$ cat config.mk
export PLATFORM = sky130hd
export DESIGN_NAME = apb_master
export DESIGN_NICKNAME = d
export VERILOG_FILES = /design/src/rtl/apb_pkg.sv /design/src/rtl/apb_wait_timer.sv /design/src/rtl/apb_master.sv
export SDC_FILE = /design/constraint.sdc
export NUM_CORES = 1
export LEC_CHECK = 0
export CORE_MARGIN = 5
export CORE_UTILIZATION = 35
export CTS_CLUSTER_DIAMETER = 150
export DETAILED_ROUTE_END_ITERATION = 7
export PLACE_DENSITY = 0.81
export SYNTH_ARGS = -nofsm -noshare
export SYNTH_HDL_FRONTEND = slang
export SYNTH_SLANG_ARGS = --single-unit
export TNS_END_PERCENT = 30
$ cat constraint.sdc
create_clock -name clk -period 2.01 [get_ports clk]
set_input_delay 0.402 -clock clk [delete_from_list [all_inputs] [get_ports clk]]
set_output_delay 0.402 -clock clk [all_outputs]
set_load 0.02 [all_outputs]
$ cat src/rtl/apb_pkg.sv
// Shared APB definitions: transfer state encoding and default bus widths,
// common to the master and the matching slave.
package apb_pkg;

  typedef enum logic [1:0] {
    IDLE   = 2'd0,
    SETUP  = 2'd1,
    ACCESS = 2'd2
  } apb_state_e;

  localparam int APB_ADDR_W = 5;
  localparam int APB_DATA_W = 32;

endpackage

$ cat src/rtl/apb_wait_timer.sv
// Counts ACCESS cycles spent waiting on pready; flags the last permitted cycle
// so the master can abort instead of stalling forever.
module apb_wait_timer #(
  parameter int TIMEOUT = 16,
  parameter int CNT_W   = 8
) (
  input  logic clk,
  input  logic resetn,
  input  logic clear,
  input  logic enable,
  output logic expired
);

  localparam logic [CNT_W-1:0] CNT_ZERO = {CNT_W{1'b0}};
  localparam logic [CNT_W-1:0] CNT_ONE  = {{(CNT_W-1){1'b0}}, 1'b1};
  localparam logic [CNT_W-1:0] CNT_LAST = CNT_W'(TIMEOUT - 1);

  logic [CNT_W-1:0] cnt_r;

  // Wait-cycle counter: holds the number of completed wait cycles in ACCESS
  always_ff @(posedge clk) begin
    if (!resetn) begin
      cnt_r <= CNT_ZERO;
    end else if (clear) begin
      cnt_r <= CNT_ZERO;
    end else if (enable) begin
      cnt_r <= cnt_r + CNT_ONE;
    end else begin
      cnt_r <= cnt_r;
    end
  end

  // Current ACCESS cycle is the TIMEOUT-th one
  assign expired = (cnt_r == CNT_LAST);

endmodule

$ cat src/rtl/apb_master.sv
// APB master: turns single commands into SETUP/ACCESS bus transfers and
// returns a one-cycle response pulse, aborting slaves that never assert pready.
module apb_master
  import apb_pkg::*;
#(
  parameter int ADDR_W  = APB_ADDR_W,
  parameter int DATA_W  = APB_DATA_W,
  parameter int TIMEOUT = 16
) (
  input  logic              clk,
  input  logic              resetn,
  input  logic              cmd_valid,
  output logic              cmd_ready,
  input  logic              cmd_write,
  input  logic [ADDR_W-1:0] cmd_addr,
  input  logic [DATA_W-1:0] cmd_wdata,
  output logic              rsp_valid,
  output logic [DATA_W-1:0] rsp_rdata,
  output logic              rsp_err,
  output logic              rsp_timeout,
  output logic              psel,
  output logic              penable,
  output logic              pwrite,
  output logic [ADDR_W-1:0] paddr,
  output logic [DATA_W-1:0] pwdata,
  input  logic              pready,
  input  logic              pslverr,
  input  logic [DATA_W-1:0] prdata
);

  apb_state_e        state_r;
  apb_state_e        next_s;
  logic              psel_r;
  logic              penable_r;
  logic              pwrite_r;
  logic [ADDR_W-1:0] paddr_r;
  logic [DATA_W-1:0] pwdata_r;
  logic              rsp_valid_r;
  logic [DATA_W-1:0] rsp_rdata_r;
  logic              rsp_err_r;
  logic              rsp_timeout_r;
  logic              expired_s;
  logic              complete_s;
  logic              abort_s;
  logic              accept_s;
  logic              timer_clear_s;
  logic              timer_enable_s;

  apb_wait_timer #(
    .TIMEOUT (TIMEOUT),
    .CNT_W   (8)
  ) u_wait_timer (
    .clk     (clk),
    .resetn  (resetn),
    .clear   (timer_clear_s),
    .enable  (timer_enable_s),
    .expired (expired_s)
  );

  // Handshake and termination decodes; cmd_ready is forced low while in reset
  always_comb begin
    cmd_ready      = resetn && (state_r == IDLE);
    accept_s       = cmd_valid && cmd_ready;
    complete_s     = (state_r == ACCESS) && pready;
    abort_s        = (state_r == ACCESS) && !pready && expired_s;
    timer_clear_s  = (state_r != ACCESS);
    timer_enable_s = (state_r == ACCESS) && !pready;
  end

  // Next-state logic for the transfer sequencer
  always_comb begin
    next_s = state_r;
    case (state_r)
      IDLE: begin
        if (accept_s) begin
          next_s = SETUP;
        end else begin
          next_s = IDLE;
        end
      end
      SETUP: begin
        next_s = ACCESS;
      end
      ACCESS: begin
        if (complete_s || abort_s) begin
          next_s = IDLE;
        end else begin
          next_s = ACCESS;
        end
      end
      default: begin
        next_s = IDLE;
      end
    endcase
  end

  // State register plus registered bus controls derived from the next state
  always_ff @(posedge clk) begin
    if (!resetn) begin
      state_r   <= IDLE;
      psel_r    <= 1'b0;
      penable_r <= 1'b0;
    end else begin
      state_r   <= next_s;
      psel_r    <= (next_s != IDLE);
      penable_r <= (next_s == ACCESS);
    end
  end

  // Address/data capture; held unchanged from acceptance until the next command
  always_ff @(posedge clk) begin
    if (!resetn) begin
      pwrite_r <= 1'b0;
      paddr_r  <= {ADDR_W{1'b0}};
      pwdata_r <= {DATA_W{1'b0}};
    end else if (accept_s) begin
      pwrite_r <= cmd_write;
      paddr_r  <= cmd_addr;
      pwdata_r <= cmd_wdata;
    end else begin
      pwrite_r <= pwrite_r;
      paddr_r  <= paddr_r;
      pwdata_r <= pwdata_r;
    end
  end

  // Response pulse; slave outputs are only trusted in the pready cycle
  always_ff @(posedge clk) begin
    if (!resetn) begin
      rsp_valid_r   <= 1'b0;
      rsp_err_r     <= 1'b0;
      rsp_timeout_r <= 1'b0;
      rsp_rdata_r   <= {DATA_W{1'b0}};
    end else if (complete_s) begin
      rsp_valid_r   <= 1'b1;
      rsp_err_r     <= pslverr;
      rsp_timeout_r <= 1'b0;
      rsp_rdata_r   <= pwrite_r ? {DATA_W{1'b0}} : prdata;
    end else if (abort_s) begin
      rsp_valid_r   <= 1'b1;
      rsp_err_r     <= 1'b1;
      rsp_timeout_r <= 1'b1;
      rsp_rdata_r   <= {DATA_W{1'b0}};
    end else begin
      rsp_valid_r   <= 1'b0;
      rsp_err_r     <= 1'b0;
      rsp_timeout_r <= 1'b0;
      rsp_rdata_r   <= {DATA_W{1'b0}};
    end
  end

  assign psel        = psel_r;
  assign penable     = penable_r;
  assign pwrite      = pwrite_r;
  assign paddr       = paddr_r;
  assign pwdata      = pwdata_r;
  assign rsp_valid   = rsp_valid_r;
  assign rsp_rdata   = rsp_rdata_r;
  assign rsp_err     = rsp_err_r;
  assign rsp_timeout = rsp_timeout_r;

endmodule

======== Word-level counts from Yosys, hierarchy flattened ========
Cells that the tools add are included.
operators by class
  add/subtract/negate cells ............... 1
  $mul .................................... 0
  divide/modulo/power cells ............... 0
  order comparisons ....................... 0
  equal/unequal tests ..................... 5
  shift operators ......................... 0
  muxes and demuxes ....................... 6
  bitwise logic cells ..................... 2
  reductions and logical operators ........ 12
operator list
  cell                 number
  $add 8x1->8 const B  1
  $eq 8x4->1 const B   1
  $pmux 2 s3           1
  $logic_and 1x1->1    5
  $eq 2x2->1 const B   2
  $mux 1               4
  $reduce_or 2->1      2
  $reduce_or 3->1      1
  $eq 2x1->1 const B   1
  $logic_not 2->1      1
  $mux 2               1
  $ne 2x2->1 const B   1
  $not 1->1            2
  $reduce_bool 2->1    1
  $logic_not 1->1      1
  $logic_or 1x1->1     1
storage, ports and cells
  register bits ........................... 85
  latch bits .............................. 0
  bits in writable memories ............... 0
  ROM bits ................................ 0
  bits of input ports ..................... 75
  output and inout bits ................... 76
  logic and storage cells ................. 37
  memories kept ........................... 0

======== Logic depth before layout (Yosys ltp) ========
  word-level depth ........................ 7
  mapped depth ............................ 7
  mapped depth without buffers ............ 4

======== Modules after synthesis ========
From an unflattened synthesis, not the netlist that was laid out.
second synthesis, totals
  cell total of the unflattened synthesis .. 335
  area total of the unflattened synthesis .. 3105.5 sq um
modules (own cells, without submodules)
  module          instances  cells an instance  area an instance (sq um)  seq. area each (sq um)
  apb_master      1          295                2745.1                    1541.5
  apb_wait_timer  1          40                 360.3                     160.2

======== Worst setup path after synthesis ========
No wires, ideal clock.
  path kind ............................... input to output
  start point ............................. input resetn
  end point ............................... output cmd_ready
  arrival ................................. 1.302 ns
  data required time ...................... 1.608 ns
  path slack .............................. 0.306 ns
  cell stages on the path ................. 3
  buffers on the path ..................... 2
  path through ............................ buf_2 clkbuf_1 nor3b_1
between the ends
  longest elaborated chain between the ends .. 1
ends and longest elaborated chain
  element             line              RTL
  start: declaration  apb_master.sv:11  input logic resetn,
  $logic_and 1x1->1   apb_master.sv:62  cmd_ready = resetn && (state_r == IDLE);
  end: declaration    apb_master.sv:13  output logic cmd_ready,
Every way passes these cells.

======== Final worst setup path ========
Ends and elaborated chain as after synthesis.

==> impl_metrics.yaml <==
critical_path:
  path_class: "in -> out"
  path_max_fanout: 2
  cp.required_ns: 1.61
  cp.arrival_ns: 1.52
  startpoint_type: "input port"
  critPathCaptureType: "output port"
clock_tree:
  cts_hold_buf: 0
  cts.sink_count: 85
  cts_buffers: 9
  clockBufferDepth: 2
  path_clk_slew_ns: 0.08
  cts_tree: "done"
  root_buffer: "clkbuf_8"
  cts_setup_buffers: 0
  post_cts_resized: 1
  htreeDepth: 3
  clk_latency_ns: 0.34
layout:
  seqCellArea_um2: 1700
  diodes: 0
  multiInputGateArea_um2: 1100
  fill_cells: 708
  drive_gt1_share_pct: 5.90
  instances_no_fill: 563
  area_delta_synth_final_pct: 64.3
  nets: 529
synth:
  yosysWarnings: 0
  synthFlopType: "dfxtp_1"
  syn_nets: 377
  yosys-top-cells-count: "dfxtp_1 (85), nand2_1 (81), a21boi_0 (38)"
  synth.area.top_cells: "dfxtp_1 (59%), nand2_1 (11%), a21boi_0 (9.9%)"
  yosysMostFrequentCell: "dfxtp_1"
  ys_ff_latch: 85
  yosysSeqAreaShare_pct: 58.9
  synth_top_area_share_pct: 58.9
  synth.avg_cell_area_um2: 9.59
  ys_types: 33
  yosys.area.top_type: "dfxtp_1"
  synth_edf_count: 0
  syn_inst: 301
  async_flop_share_pct: 0
  synth_area_um2: 2890
sta:
  slew_violations: 0
  fmax_mhz: 521
  finalHoldViolations: 0
  fin_tns_setup_ns: 0
  max_slew.worst_pin.slew_ns: 0.405
  fin_crit_sh_pct: 95.6
  final-setup-viol-count: 0
  relSlewSlack_pct: 73.0
  grt_setup_unrepaired: "false"
  period_minus_slack_ns: 1.92
  fin_worst_skew_ns: 0.00748
routing:
  antenna_left: 0
  dr.pass1.iters: 4
  drt_iter0_drc: 66
  wire_per_inst_um: 13.1
  drc_errors: 0
  routed_wl_um: 7360
  viasPerCell: 4.52
  num_vias: 2546
global_route:
  grt_pass1_vias: 2591
  overflow: 0
  antenna_found_initial: 0
  grt_pass1_wl_um: 11600
  grt_max_degree: 44
  grtUsageTotal_pct: 14.7
power_and_ir_drop:
  power_leakage_uw: 0.00176
  p_sw_share_pct: 22.9
  p_seq_share_pct: 51.5
  power_frac_comb_pct: 12.4
  ir_worst_vdd_mv: 0.541
  p_per_area_nw_per_um2: 719
  p_int_uw: 2630
  power.share.clock_pct: 36.2
  switchingPower_uw: 782
placed_design:
  gp_congestion: 0.746
  port-buffer-count: 150
  post-dp-hpwl_um: 5530
  place_inst: 547
die:
  row_count: 33
  io_pins: 151
  die_h_um: 101
  core_area_um2: 8130
  die_w_um: 101
  start_util_pct: 35.5
  die-area_um2: 10200
run_status:
  outcome: "completed"
run:
  cap_violations: 0
min_path:
  hp-class: "reg -> reg"
## placed cells by master (no fill, tap or decap), types with 2 or more instances in the layout
master,Yosys,layout
a21boi_0,38,38
a21oi_1,4,4
and2_1,32,32
and3_1,2,2
buf_12,0,2
buf_4,0,7
clkbuf_8,0,11
clkdlybuf4s50_1,0,149
clkinvlp_4,0,2
dfxtp_1,85,85
inv_1,3,3
nand2_1,81,81
nand3_1,4,4
nor2_1,5,5
nor3b_1,3,3
o21ai_0,4,4
o31ai_1,2,2
or4_1,2,2
## critical path: stages
cell	delay (ns)
clkdlybuf4s50_1	0.49
nor3b_1	0.25
dlygate4sd2_1	0.38
## flip-flops by register name (all words and copies together), names as in the netlist
| register | flops |
|---|---|
| pwdata | 32 |
| paddr | 5 |
| rsp_timeout | 1 |
| state_r | 2 |
| psel | 1 |
| penable | 1 |
| rsp_valid | 1 |
| pwrite | 1 |
| rsp_err | 1 |
| u_wait_timer.cnt_r | 8 |
| rsp_rdata | 32 |
## metrics by stage
step / setup slack (ns) / instance area (um2) / hold slack [ns] / total power [uW] / utilization, %
floorplan: 0.306 / 2890 / 0.452 / 1950 / -
global placement: -0.0800 / 4540 / 0.450 / 2220 / 55.8
detailed placement: -0.216 / 4540 / 0.457 / 2220 / 55.8
CTS: 0.0736 / 4740 / 0.469 / 3460 / 58.3
global route: 0.0359 / 4740 / 0.495 / 3570 / 58.3
finish: 0.0894 / 4740 / 0.465 / 3410 / 58.3
## power by group through the flow
stage	Clock (uW)	Sequential [uW]	Combinational [uW]
4_1_cts	1280	1760	428
3_3_place_gp	0	1790	421
3_5_place_dp	0	1800	427
6_report	1230	1760	422
5_1_grt	1350	1760	453
2_1_floorplan	0	1850	103
## cell type report
type	instances	area share (%)
multi-input cells	195	23.1
inverters	3	0.237
repair buffers	159	33.6
well taps	105	2.77
clock buffers	12	3.27
clock inverters	4	1.13
flip-flops and latches	85	35.9
## cell families after synthesis
family	synth area share, %
buffers and inverters	3.25
xor gates and xnor gates	0.607
and+or+nand+nor	24.0
adders and majority gates	0.433
muxes	0.347
AOI/OAI and AO/OA	12.4
DFF	58.9
## metal layers
metal  GRT usage (%)  part of all wire [%]
met1            16.0                    40
met2            23.1                    43
met3            8.93                    15
met4            6.01                   1.6
met5               0                     0
## worst paths after layout
| kind | from | end | slack, ns | cells past startpoint |
|---|---|---|---|---|
| worst max-delay path | resetn | cmd_ready | 0.09 | 3 |
| worst min register to register | pwdata[17] | pwdata[17] | 0.46 | 2 |
| worst min-delay path | pwdata[17] | pwdata[17] | 0.46 | 2 |
| worst max register to register | u_wait_timer.cnt_r[0] | u_wait_timer.cnt_r[6] | 0.37 | 4 |
Power figures use the tool's default switching activity.
